[src/rtl/r4_sdf_pkg.sv]
// Shared definitions for the radix-4 SDF stage sequencer.
// Provides the controller state type, the phase/branch constants and the
// derivations of twiddle stride and group count from frame and segment length.
package r4_sdf_pkg;

  typedef enum logic [1:0] {
    ST_IDLE,
    ST_FILL,
    ST_RUN,
    ST_DRAIN
  } state_t;

  localparam int unsigned NUM_BRANCH = 4;

  // Last phase that writes a delay branch; the phase after it computes the butterfly.
  localparam logic [1:0] PH_LAST_WR = 2'd2;
  localparam logic [1:0] PH_BF      = 2'd3;

  // Twiddle exponent step between consecutive samples of branch 1.
  function automatic int unsigned tw_stride(input int unsigned n, input int unsigned points);
    return n / (NUM_BRANCH * points);
  endfunction

  // Number of 4-segment groups in one frame.
  function automatic int unsigned num_groups(input int unsigned n, input int unsigned points);
    return n / (NUM_BRANCH * points);
  endfunction

endpackage

[src/rtl/r4_tw_addr_gen.sv]
// Twiddle address accumulator for one R4 SDF stage.
// Ports:
//   clk, rst : clock, asynchronous active-low reset
//   clear    : zero the accumulator (start of a new segment); wins over step
//   step     : add inc (one emitted sample)
//   inc      : per-sample increment, out_sel * stride
//   acc      : current twiddle address, natural ADDR_W-bit wrap (mod N)
module r4_tw_addr_gen #(
  parameter int unsigned ADDR_W = 12
) (
  input  logic              clk,
  input  logic              rst,
  input  logic              clear,
  input  logic              step,
  input  logic [ADDR_W-1:0] inc,
  output logic [ADDR_W-1:0] acc
);

  always_ff @(posedge clk or negedge rst) begin
    if (!rst) begin
      acc <= '0;
    end else if (clear) begin
      acc <= '0;
    end else if (step) begin
      acc <= acc + inc;
    end
  end

endmodule

[src/rtl/r4_sdf_stage_ctrl.sv]
// Sequencer for one radix-4 single-delay-feedback butterfly stage.
// Tracks sample position (segment index, phase, group) and drives the
// datapath controls combinationally from those counters, same cycle as the
// accepted sample. Runs the 3*POINTS-cycle trailing drain on its own.
// Ports:
//   clk, rst   : clock, asynchronous active-low reset
//   in_valid   : upstream sample strobe; in_ready low during drain
//   wr_en      : write sample into delay branch wr_sel (0..2)
//   seg_idx    : position inside the current segment
//   bf_en      : compute butterfly with the current input (phase 3)
//   out_valid  : datapath output valid, out_sel picks butterfly branch 0..3
//   tw_addr    : twiddle ROM address of the emitted sample (0 when idle)
//   frame_done : pulse on the last drained output
//   busy       : controller is not idle
module r4_sdf_stage_ctrl
  import r4_sdf_pkg::*;
#(
  parameter int unsigned POINTS = 16,
  parameter int unsigned N      = 2048,
  parameter int unsigned ADDR_W = 12
) (
  input  logic                       clk,
  input  logic                       rst,
  input  logic                       in_valid,
  output logic                       in_ready,
  output logic                       wr_en,
  output logic [1:0]                 wr_sel,
  output logic [$clog2(POINTS)-1:0]  seg_idx,
  output logic                       bf_en,
  output logic                       out_valid,
  output logic [1:0]                 out_sel,
  output logic [ADDR_W-1:0]          tw_addr,
  output logic                       frame_done,
  output logic                       busy
);

  localparam int unsigned SEG_W  = $clog2(POINTS);
  localparam int unsigned G      = num_groups(N, POINTS);
  localparam int unsigned GRP_W  = (G > 1) ? $clog2(G) : 1;
  localparam int unsigned STRIDE = tw_stride(N, POINTS);

  localparam logic [SEG_W-1:0] SEG_LAST = SEG_W'(POINTS - 1);
  localparam logic [GRP_W-1:0] GRP_LAST = GRP_W'(G - 1);

  state_t            state;
  state_t            state_nxt;
  logic [1:0]        phase;
  logic [SEG_W-1:0]  seg_cnt;
  logic [GRP_W-1:0]  grp_cnt;

  logic              accept;
  logic              advance;
  logic              seg_last;
  logic              grp_last;
  logic              tw_clear;
  logic [ADDR_W-1:0] tw_inc;
  logic [ADDR_W-1:0] tw_acc;

  assign in_ready = (state != ST_DRAIN);
  assign accept   = in_valid & in_ready;
  assign busy     = (state != ST_IDLE);
  assign seg_idx  = seg_cnt;
  assign seg_last = (seg_cnt == SEG_LAST);
  assign grp_last = (grp_cnt == GRP_LAST);

  always_ff @(posedge clk or negedge rst) begin
    if (!rst) begin
      state <= ST_IDLE;
    end else begin
      state <= state_nxt;
    end
  end

  always_comb begin
    state_nxt  = state;
    wr_en      = 1'b0;
    wr_sel     = '0;
    bf_en      = 1'b0;
    out_valid  = 1'b0;
    out_sel    = '0;
    frame_done = 1'b0;
    advance    = 1'b0;
    case (state)
      ST_IDLE: begin
        wr_en   = accept;
        wr_sel  = phase;
        advance = accept;
        if (accept) begin
          state_nxt = ST_FILL;
        end
      end
      ST_FILL: begin
        wr_en   = accept;
        wr_sel  = phase;
        advance = accept;
        if (accept && seg_last && (phase == PH_LAST_WR)) begin
          state_nxt = ST_RUN;
        end
      end
      ST_RUN: begin
        advance   = accept;
        out_valid = accept;
        if (phase == PH_BF) begin
          bf_en   = accept;
          out_sel = PH_BF;
          if (accept && seg_last && grp_last) begin
            state_nxt = ST_DRAIN;
          end
        end else begin
          // Writing this group's branch while emitting the previous group's.
          wr_en   = accept;
          wr_sel  = phase;
          out_sel = phase;
        end
      end
      ST_DRAIN: begin
        advance   = 1'b1;
        out_valid = 1'b1;
        out_sel   = phase;
        if (seg_last && (phase == PH_LAST_WR)) begin
          frame_done = 1'b1;
          state_nxt  = ST_IDLE;
        end
      end
      default: begin
        state_nxt = ST_IDLE;
      end
    endcase
  end

  // Entering DRAIN the counters wrap naturally to group 0 / phase 0;
  // leaving DRAIN they are forced back to zero for the next frame.
  always_ff @(posedge clk or negedge rst) begin
    if (!rst) begin
      seg_cnt <= '0;
      phase   <= '0;
      grp_cnt <= '0;
    end else if (frame_done) begin
      seg_cnt <= '0;
      phase   <= '0;
      grp_cnt <= '0;
    end else if (advance) begin
      seg_cnt <= seg_cnt + SEG_W'(1);
      if (seg_last) begin
        phase <= phase + 2'd1;
        if (phase == PH_BF) begin
          grp_cnt <= grp_last ? '0 : grp_cnt + GRP_W'(1);
        end
      end
    end
  end

  assign tw_clear = advance & seg_last;
  assign tw_inc   = ADDR_W'(out_sel) * ADDR_W'(STRIDE);

  r4_tw_addr_gen #(
    .ADDR_W(ADDR_W)
  ) u_tw_addr_gen (
    .clk   (clk),
    .rst   (rst),
    .clear (tw_clear),
    .step  (out_valid),
    .inc   (tw_inc),
    .acc   (tw_acc)
  );

  assign tw_addr = out_valid ? tw_acc : '0;

endmodule

[config.mk]
export PLATFORM = sky130hd
export DESIGN_NAME = r4_sdf_stage_ctrl
export DESIGN_NICKNAME = d
export VERILOG_FILES = /design/src/rtl/r4_sdf_pkg.sv /design/src/rtl/r4_tw_addr_gen.sv /design/src/rtl/r4_sdf_stage_ctrl.sv
export SDC_FILE = /design/constraint.sdc
export NUM_CORES = 1
export LEC_CHECK = 0
export CORE_MARGIN = 2
export CORE_UTILIZATION = 55
export CTS_BUF_LIST = sky130_fd_sc_hd__clkbuf_16
export DETAILED_ROUTE_END_ITERATION = 10
export GPL_TIMING_DRIVEN = 0
export PLACE_DENSITY = 0.84
export SYNTH_ARGS = -nofsm -noshare
export SYNTH_HDL_FRONTEND = slang
export SYNTH_HIERARCHICAL = 1
export SYNTH_SLANG_ARGS = --single-unit
[constraint.sdc]
create_clock -name clk -period 4.7 [get_ports clk]
set_input_delay 0.47 -clock clk [delete_from_list [all_inputs] [get_ports clk]]
set_output_delay 0.47 -clock clk [all_outputs]
set_load 0.005 [all_outputs]
=== Yosys cells after proc, flatten, opt, wreduce, memory -nomap -nowiden ===
Index checks and enable logic that the tools add are counted.

* $add $sub $neg: 4
* Equal/unequal tests: 13
* Multiplexer cells: 31
* Bitwise logic cells: 2
* Reductions and logical operators: 15

{| class="wikitable"
|+ Operators by type and width
! operator !! number
|-
| 12-bit two-way mux || 3
|-
| 5-bit two-way mux || 5
|-
| 2-bit two-way mux || 10
|-
| 12-bit by 7-bit adder with 12-bit output || 1
|-
| 2-bit != test, second input constant || 6
|-
| 2-bit nonzero test || 5
|-
| 2-bit == test, second input constant || 4
|-
| 4-bit two-way mux || 2
|-
| 2-bit one-hot mux with 2 select lines || 2
|-
| 2-bit one-hot mux with 4 select lines || 1
|-
| 1-bit one-hot mux with 2 select lines || 3
|-
| 5-bit by 1-bit adder with 5-bit output, second input constant || 1
|-
| 5-bit == test, second input constant || 1
|-
| 1-bit two-way mux || 5
|-
| 5-bit AND reduction || 1
|-
| 4-bit by 1-bit adder with 4-bit output, second input constant || 1
|-
| 4-bit == test, second input constant || 1
|-
| 1-bit logical AND || 4
|-
| 3-bit AND reduction || 1
|-
| 3-bit OR reduction || 1
|-
| 2-bit by 1-bit adder with 2-bit output, second input constant || 1
|-
| 1-bit AND || 2
|-
| 2-bit by 1-bit == test with 1-bit output, second input constant || 1
|-
| 2-bit zero test || 1
|-
| 2 further kinds || 2
|}

* Flip-flop bits (word level): 25
* Input port bits: 3
* Output and inout port bits: 26

=== Logic depth before layout (Yosys ltp) ===
Gate-level depths: netlist (run 1).

* Depth in word-level cells: 7
* Gate-level depth with buffers: 11
* Gate-level depth less buffers: 10

=== Hierarchy ===
The synthesis (run 1) kept the hierarchy.

{| class="wikitable"
|+ By module, submodules not included
! module !! times used !! cells an instance !! area an instance (um2)
|-
| r4_sdf_stage_ctrl || 1 || 117 || 1027.2
|-
| r4_tw_addr_gen || 1 || 111 || 1022.2
|}

=== Least setup slack after synthesis (run 1) ===
No wires, ideal clock.

* Kind: register -> register
* From: register state[0]
* To: register u_tw_addr_gen.acc[9]
* Arrival time: 2.155 ns
* Setup slack: 2.414 ns
* Stages on the path, launching flop included: 11
* Clock period less this slack: 2.286 ns
* Cell sequence: dfrtp_1 > inv_1 > ha_1 > clkbuf_2 > o21ai_0 > o21ai_0 > ha_1 > a21oi_1 > a21boi_2 > nor4_1 > or3_1

* Longest elaborated chain between the ends: 5
* Elaborated cells on any way between the ends: 15
* Classes of those cells: add/sub (1); eq/ne (4); mux (5); bitwise (2); reduce/logical (3)

{| class="wikitable"
|+ Ends and longest elaborated chain
! item !! RTL line !! source
|-
| start, declared || r4_sdf_stage_ctrl.sv:45 || <nowiki>state_t state;</nowiki>
|-
| start signal, assigned || r4_sdf_stage_ctrl.sv:70 || <nowiki>state <= state_nxt;</nowiki>
|-
| 2-bit == test || r4_sdf_stage_ctrl.sv:83 || <nowiki>case (state)</nowiki>
|-
| 2-bit one-hot mux with 2 select lines * || r4_sdf_stage_ctrl.sv:83 ||
|-
| via out_sel[1] || r4_sdf_stage_ctrl.sv:31 || <nowiki>output logic [1:0] out_sel,</nowiki>
|-
| 12-bit by 7-bit adder with 12-bit output * || r4_tw_addr_gen.sv:25 || <nowiki>acc <= acc + inc;</nowiki>
|-
| 12-bit two-way mux * || r4_tw_addr_gen.sv:24 || <nowiki>end else if (step) begin</nowiki>
|-
| 12-bit two-way mux * || r4_tw_addr_gen.sv:22 || <nowiki>end else if (clear) begin</nowiki>
|-
| end signal, assigned || r4_tw_addr_gen.sv:25 ||
|-
| end, declared || r4_tw_addr_gen.sv:16 || <nowiki>output logic [ADDR_W-1:0] acc</nowiki>
|}

Mark *: on every way through the listed nets, which the timed path passes. The rest lies on a longest branch. The select of a mux whose other input is x is not followed.
A chain may end at the register's enable or synchronous reset.

=== Final worst setup path (run 1) ===
* From: input in_valid
* To: output tw_addr[3]

* Longest elaborated chain between the ends: 3

{| class="wikitable"
|+ Ends and longest elaborated chain
! item !! RTL line !! source
|-
| start, declared || r4_sdf_stage_ctrl.sv:24 || <nowiki>input logic in_valid,</nowiki>
|-
| 1-bit AND || r4_sdf_stage_ctrl.sv:60 || <nowiki>assign accept = in_valid & in_ready;</nowiki>
|-
| 1-bit one-hot mux with 2 select lines || r4_sdf_stage_ctrl.sv:83 ||
|-
| 12-bit two-way mux || r4_sdf_stage_ctrl.sv:167 || <nowiki>assign tw_addr = out_valid ? tw_acc : '0;</nowiki>
|-
| end, declared || r4_sdf_stage_ctrl.sv:32 || <nowiki>output logic [ADDR_W-1:0] tw_addr,</nowiki>
|}

No other way between the ends.

==> results of run 1 <==
-- per-stage QoR --
stage | utilization [%] | std cells
floorplan | - | 241
global placement | 67.1 | 317
detailed placement | 67.1 | 317
CTS | 69.3 | 321
global route | 69.3 | 321
finish | 69.3 | 321
-- area by class of cell --
class,instances,area [µm²]
Buffer,6,28.8
Tap cell,48,60.1
Fill cell,308,1120
Timing Repair Buffer,28,280
Multi-Input combinational cell,199,1400
Sequential cell,25,626
Clock inverter,1,3.75
Inverter,11,41.3
Clock buffer,3,75.1
-- critical path: stages --
cell	delay [ps]
clkdlybuf4s50_1	570
a21oi_1	450
clkbuf_1	430
and2b_1	240
clkdlybuf4s50_1	430
-- worst paths after layout --
path | to | startpoint
setup / recovery | tw_addr[3] | in_valid
hold / removal | grp_cnt[0] | grp_cnt[0]
setup reg to reg | u_tw_addr_gen/acc[8] | state[0]
hold reg to reg | grp_cnt[0] | grp_cnt[0]
max in group asynchronous | u_tw_addr_gen/acc[6] | rst
min in group asynchronous | seg_idx[3] | rst
-- per-layer routing --
layer	vias to the layer above	part of all wire, %	global-route usage (%)
li1	900	-	-
met1	876	47	32.0
met2	39	48	36.9
met3	6	3.5	2.60
met4	0	1.4	8.33
met5	-	0	0
-- synth_stat cells (2+ instances only) --
cell type	n	area [µm²]
dfrtp_1	25	626
ha_1	21	263
nand2_1	21	78.8
a21oi_1	17	85.1
nor2_1	15	56.3
o21ai_0	14	70.1
inv_1	11	41.3
nor2b_1	10	62.6
mux2i_1	6	60.1
nand2b_1	5	31.3
o21ai_1	5	25.0
xor2_1	5	43.8
a21o_1	4	30.0
and2b_1	3	22.5
nand3_1	3	15.0
nand4_1	3	18.8
o21ai_2	3	26.3
or3_1	3	18.8
xnor2_1	3	26.3
a211o_1	2	17.5
and3_1	2	12.5
and4_1	2	17.5
clkbuf_1	2	7.51
nand4b_1	2	17.5
nor3b_1	2	15.0
o211ai_2	2	25.0
o21bai_1	2	15.0
-- report_power, final --
part / switching, mW / internal [mW] / total (mW)
sequential: 0.107 / 0.328 / 0.435
combinational: 0.655 / 0.626 / 1.28
clock: 0.0742 / 0.114 / 0.188
total: 0.836 / 1.07 / 1.90
-- sequential cells by signal (all words and copies together), names as in the netlist --
name and count:
u_tw_addr_gen/acc 12, seg_idx 4, state 2, grp_cnt 5, phase 2
-- logic make-up after synthesis --
logic type | share of synthesized area (%)
XOR/XNOR | 3.42
multiplexers | 4.76
AO/OA/AOI/OAI | 21.6
AND/OR/NAND/NOR | 22.3
flip-flops | 30.5
other | 0.183
buffers and inverters | 3.42
adder cells (fa/ha/maj) | 13.8
==> summary.md, run 1 <==
| Metric | Value |
|---|---|
| Syn_area_per_cell | 8.99 µm² |
| CTS resizes | 0 |
| Status | complete, no violations |
| Starting DRT DRC Count | roughly 150 |
| CP Launch Type | input port |
| Via count | about 1800 |
| Maximum vdd drop | 0.000349 V |
| Worst Path Required | 4230 ps |
| DR pass1 iterations | 5 |
| Avg Vias per Cell | 5.67 |
| Critical path peak fanout | 10 |
| # hold bufs at CTS | 0 |
| Hold path depth | 1 |
| Layout area overhead | 22.8% |
| Pin count of the biggest net entering global routing | 26 |
| Hold WS | 511 ps |
| Worst slack at placement | 1540 ps |
| Max Cap Violations | 0 |
| Dpl hpwl | 3.28 mm |
| Min-delay worst type | reg -> reg |
| H-Tree Level Count | 1 |
| GR Util All Layers | 23.0% |
| Clock transition at path regs | 60 ps |
| Final Cycle Share | 65.2% |
| Max clock buf depth | 2 |
| Yosys reg bits | 25 |
| Lkg Pwr | 1.12 nW |
| Vias in the first global route | 1671 |
| Final wirelength | 4.37 mm |
| Worst-Skew Late Latency | between 200 and 300 ps |
| Measured slew at the worst slew-check pin | 1100 ps |
| Fin. max-slew vios | 0 |
| Initial antenna violation count | 0 |
| Root Buffer | clkbuf_16 |
| Sequential share of the synthesized area | 30.5% |
| RSZ-0062 raised after global routing | false |
| Design Area, Final | 0.00252 mm² |
| Total negative slack | 0 ps |
| IO buf count | 28 |
| Most common cell after layout, fill and taps aside | clkdlybuf4s50_1 |
| Final hold viol count | 0 |
| Synth unique cells | a little over 60 |
| Async set or reset register ratio after synthesis | 100% |
| Initial Util | a little under three fifths |
| Max Freq | 0.326 GHz |
| Die Y | 65.0 µm |
| # clock sinks | 25 |
| Total grt overflow | 0 |
| Postcts setup bufs | 0 |
| Total power | 1.90 mW |
| Crit Path Category | in -> out |
| Top_reg_cell synth | dfrtp_1 |
| Synthesis warning total | 6 |
| Arrival time at the worst endpoint | 2590 ps |
| Final worst slack | 1640 ps |
| Commonest cells after routing, fill and taps aside | clkdlybuf4s50_1 (28), dfrtp_1 (25), nand2_1 (21), ha_1 (21), a21oi_1 (17) |
| EDFF count, synth | 0 |
| Synth Instances | 228 |
| First-pass GRT wire length | 7.53 mm |
| Max-Slew Margin vs Limit | roughly a quarter |
| Worst reg2reg setup slack | 1890 ps |
| GP Congestion | between 0.8 and 0.9 |
| Num rows | 22 |
| Clock Skew | 3.57 ps |
| Area of the die | roughly 0.0042 mm² |
| Final ANT Viol Nets | 0 |
| Critical path endpoint category | primary output |
| Wire per inst | 13.6 µm |
| Final min period | 3060 ps |
| Die width | 65.0 µm |
| Pwr/cell area | 756 mW/mm² |
| # IOs | 29 |
| Share of layout cells above drive strength 1 | between 8 and 9% |
| TritonCTS buffer count | 3 |
| Post-DP Area | about 0.0024 mm² |
| Diodes inserted | 0 |
| Reg2Reg Depth | 10 |
| Fin nets | 299 |
| CTS tree | yes |
| Synth Cell Area | 0.00205 mm² |
| # DRC | 0 |
| Core Area | roughly 0.0036 mm² |
| Setup violators final | 0 |
Power figures use the tool's default switching activity.
==> run 2: changes to the inputs <==
==> constraint.sdc (replaced) <==
create_clock -name clk -period 3 [get_ports clk]
set_input_delay 0.3 -clock clk [delete_from_list [all_inputs] [get_ports clk]]
set_output_delay 0.3 -clock clk [all_outputs]
set_load 0.005 [all_outputs]
==> run 2 against run 1 <==
Count of clock-buffer cells in the layout stayed put; die area stayed put; first-iteration DRC count down 7.1%; setup slack got worse by 1400 ps; clock skew about the same; register-to-register slack worse by 1500 ps; cell count stayed put; sequential share of layout area about the same; worst hold slack hardly changed; clock power rose by 56%; highest routed layer unchanged.
==> summary.md, run 2 (same netlist as run 1, synthesis figures left out) <==
| Metric | Value |
|---|---|
| Arrival time at the worst endpoint | 2420 ps (was 2590 ps) |
| Initial Util | 56.4% (unchanged) |
| Final Cycle Share | 90.8% |
| TritonCTS buffer count | 3 (unchanged) |
| Cell Chain, Critical Path | inv_1 > ha_1 > clkbuf_2 > a21oi_1 > clkbuf_2 > and2b_1 > clkdlybuf4s50_1 (was clkdlybuf4s50_1 > a21oi_1 > clkbuf_1 > and2b_1 > clkdlybuf4s50_1) |
| Diodes inserted | 0 (unchanged) |
| # IOs | 29 (unchanged) |
| Worst slack at placement | 9.67 ps (was 1540 ps) |
| Final hold viol count | 0 (unchanged) |
| Pwr/cell area | 1190 mW/mm² (was 756 mW/mm²) |
| Crit Path Category | reg -> out (was in -> out) |
| Commonest cells after routing, fill and taps aside | clkdlybuf4s50_1 (28), dfrtp_1 (25), nand2_1 (21), ha_1 (21), a21oi_1 (17) (unchanged) |
| Non-filler cells, final | 321 (unchanged) |
| Most common cell after layout, fill and taps aside | clkdlybuf4s50_1 (unchanged) |
| First-pass GRT wire length | 7.53 mm (unchanged) |
| CTS tree | yes (unchanged) |
| Starting DRT DRC Count | 143 (was 154) |
| Crit path top cell by count | clkbuf_2 (was clkdlybuf4s50_1) |
| Initial antenna violation count | 0 (unchanged) |
| Dpl hpwl | 3.28 mm (unchanged) |
| Critical path peak fanout | 10 (unchanged) |
| Worst Path Required | 2700 ps (was 4230 ps) |
| Max Freq | approximately 0.37 GHz |
| Avg Vias per Cell | 5.66 (was 5.67) |
| Max reg flops | 12 (unchanged) |
| Worst-Skew Late Latency | 260 ps (about the same) |
| Cell count after placement | 317 (unchanged) |
| Lkg Pwr | 1.12 nW (about the same) |
| Die width | 65.0 µm (unchanged) |
| Max clock buf depth | 2 (unchanged) |
| Fin nets | 299 (unchanged) |
| Vias in the first global route | 1671 (unchanged) |
| Max Cap Violations | 0 (unchanged) |
| Maximum vdd drop | 0.000548 V (was 0.000349 V) |
| Worst reg2reg setup slack | 360 ps (was 1890 ps) |
| Min-delay worst type | reg -> reg (unchanged) |
| Share of layout cells above drive strength 1 | 8.79% (was 8.42%) |
| Root Buffer | clkbuf_16 (unchanged) |
| Final worst slack | 277 ps (was 1640 ps) |
| Reg2Reg Depth | 8 (was 10) |
| Final ANT Viol Nets | 0 (unchanged) |
| H-Tree Level Count | 1 (unchanged) |
| Total grt overflow | 0 (unchanged) |
| Die Y | 65.0 µm (unchanged) |
| Status | complete, no violations (unchanged) |
| Biggest register | u_tw_addr_gen/acc (unchanged) |
| Crit Reg-Reg Endpoint | u_tw_addr_gen/acc[9] (was u_tw_addr_gen/acc[8]) |
| Via count | 1816 (was 1821) |
| Setup violators final | 0 (unchanged) |
| Layout area overhead | 22.9% (was 22.8%) |
| CP Launch Type | flip-flop (was input port) |
| Reg2reg start | phase[0] (was state[0]) |
| Core Area | 0.00363 mm² (unchanged) |
| Final min period | 2720 ps |
| Slowest stage delay, CP | 430 ps (was 570 ps) |
| Measured slew at the worst slew-check pin | 1100 ps (about the same) |
| Max-Slew Margin vs Limit | 26.2% (was 26.1%) |
| Num rows | 22 (unchanged) |
| Final wirelength | 4.37 mm (about the same) |
| # clock sinks | 25 (unchanged) |
| Fin. max-slew vios | 0 (unchanged) |
| Clock Skew | 3.35 ps (was 3.57 ps) |
| GP Congestion | 0.858 (unchanged) |
| IO buf count | 28 (unchanged) |
| Wire per inst | 13.6 µm (about the same) |
| Crit path max-delay cell type | clkdlybuf4s50_1 (unchanged) |
| Area of the die | 0.00423 mm² (unchanged) |
| DR pass1 iterations | 5 (unchanged) |
| Critical path endpoint category | primary output (unchanged) |
| Hold EP | grp_cnt[0] (unchanged) |
| Postcts setup bufs | 0 (unchanged) |
| RSZ-0062 raised after global routing | false (unchanged) |
| GR Util All Layers | 23.0% (unchanged) |
| Clock transition at path regs | 60 ps (about the same) |
| Pin count of the biggest net entering global routing | 26 (unchanged) |
| Total negative slack | 0 ps (unchanged) |
| Hold path depth | 1 (unchanged) |
| Min-delay src | grp_cnt[0] (unchanged) |
| # DRC | 0 (unchanged) |
[run 2: cell count changes in the layout (fill, tap and decap cells not counted)]
cell,delta
clkbuf_2,+1
clkbuf_1,-1
[run 2: area by class of cell]
cell class / count / area (µm²)
Inverter: 11 / 41.3
Clock buffer: 3 / 75.1
Buffer: 6 / 30.0
Clock inverter: 1 / 3.75
Timing Repair Buffer: 28 / 280
Fill cell: 308 / 1110
Sequential cell: 25 / 626
Tap cell: 48 / 60.1
Multi-Input combinational cell: 199 / 1400
[run 2: how the worst max path moves through the flow]
| stage | from | endpoint | slack, ps | cells after the start |
|---|---|---|---|---|
| after CTS | state[0] | tw_addr[3] | 90 | 7 |
| final | state[0] | tw_addr[3] | 280 | 7 |
| after global routing | state[0] | tw_addr[3] | 90 | 7 |
| after global placement | in_valid | u_tw_addr_gen/acc[8] | 50 | 8 |
| after floorplan | state[0] | u_tw_addr_gen/acc[9] | 710 | 10 |
| after detailed placement | in_valid | u_tw_addr_gen/acc[8] | 10 | 8 |
[run 2: metrics by stage]
stage	instance area (µm²)	util, %	total power [mW]	hold WS, ps
after CTS	2520	69.3	2.96	515
after global routing	2520	69.3	3.29	541
after global placement	2440	67.1	2.60	480
after detailed placement	2440	67.1	2.65	504
after floorplan	2100	-	2.02	4.41
final	2520	69.3	2.98	511
[run 2: routing by layer]
| layer | global-route usage, % | share of wire (%) | vias up |
|---|---|---|---|
| met1 | 32.0 | 48 | 872 |
| li1 | - | - | 899 |
| met4 | 8.33 | 1.4 | 0 |
| met3 | 2.60 | 3.4 | 6 |
| met5 | 0 | 0 | - |
| met2 | 36.9 | 48 | 39 |
[run 2: critical path: cells and delay by family, from the launching register on]
kind / cells / cell delay (ps)
flops: 1 / 380
simple gates: 1 / 210
fa+ha+maj: 1 / 190
buf+inv: 4 / 1000
compound gates: 1 / 390
[run 2: power by group]
group | internal (mW) | total (mW) | switching [mW]
Sequential | 0.513 | 0.682 | 0.169
Combinational | 0.982 | 2.01 | 1.03
Clock | 0.178 | 0.294 | 0.116
[run 2: what timing repair did]
| action | CTS | global route |
|---|---|---|
| hold buffers | 0 | 0 |
| resized for setup | 0 | 2 |
| setup endpoints to repair | 0 | 6 |
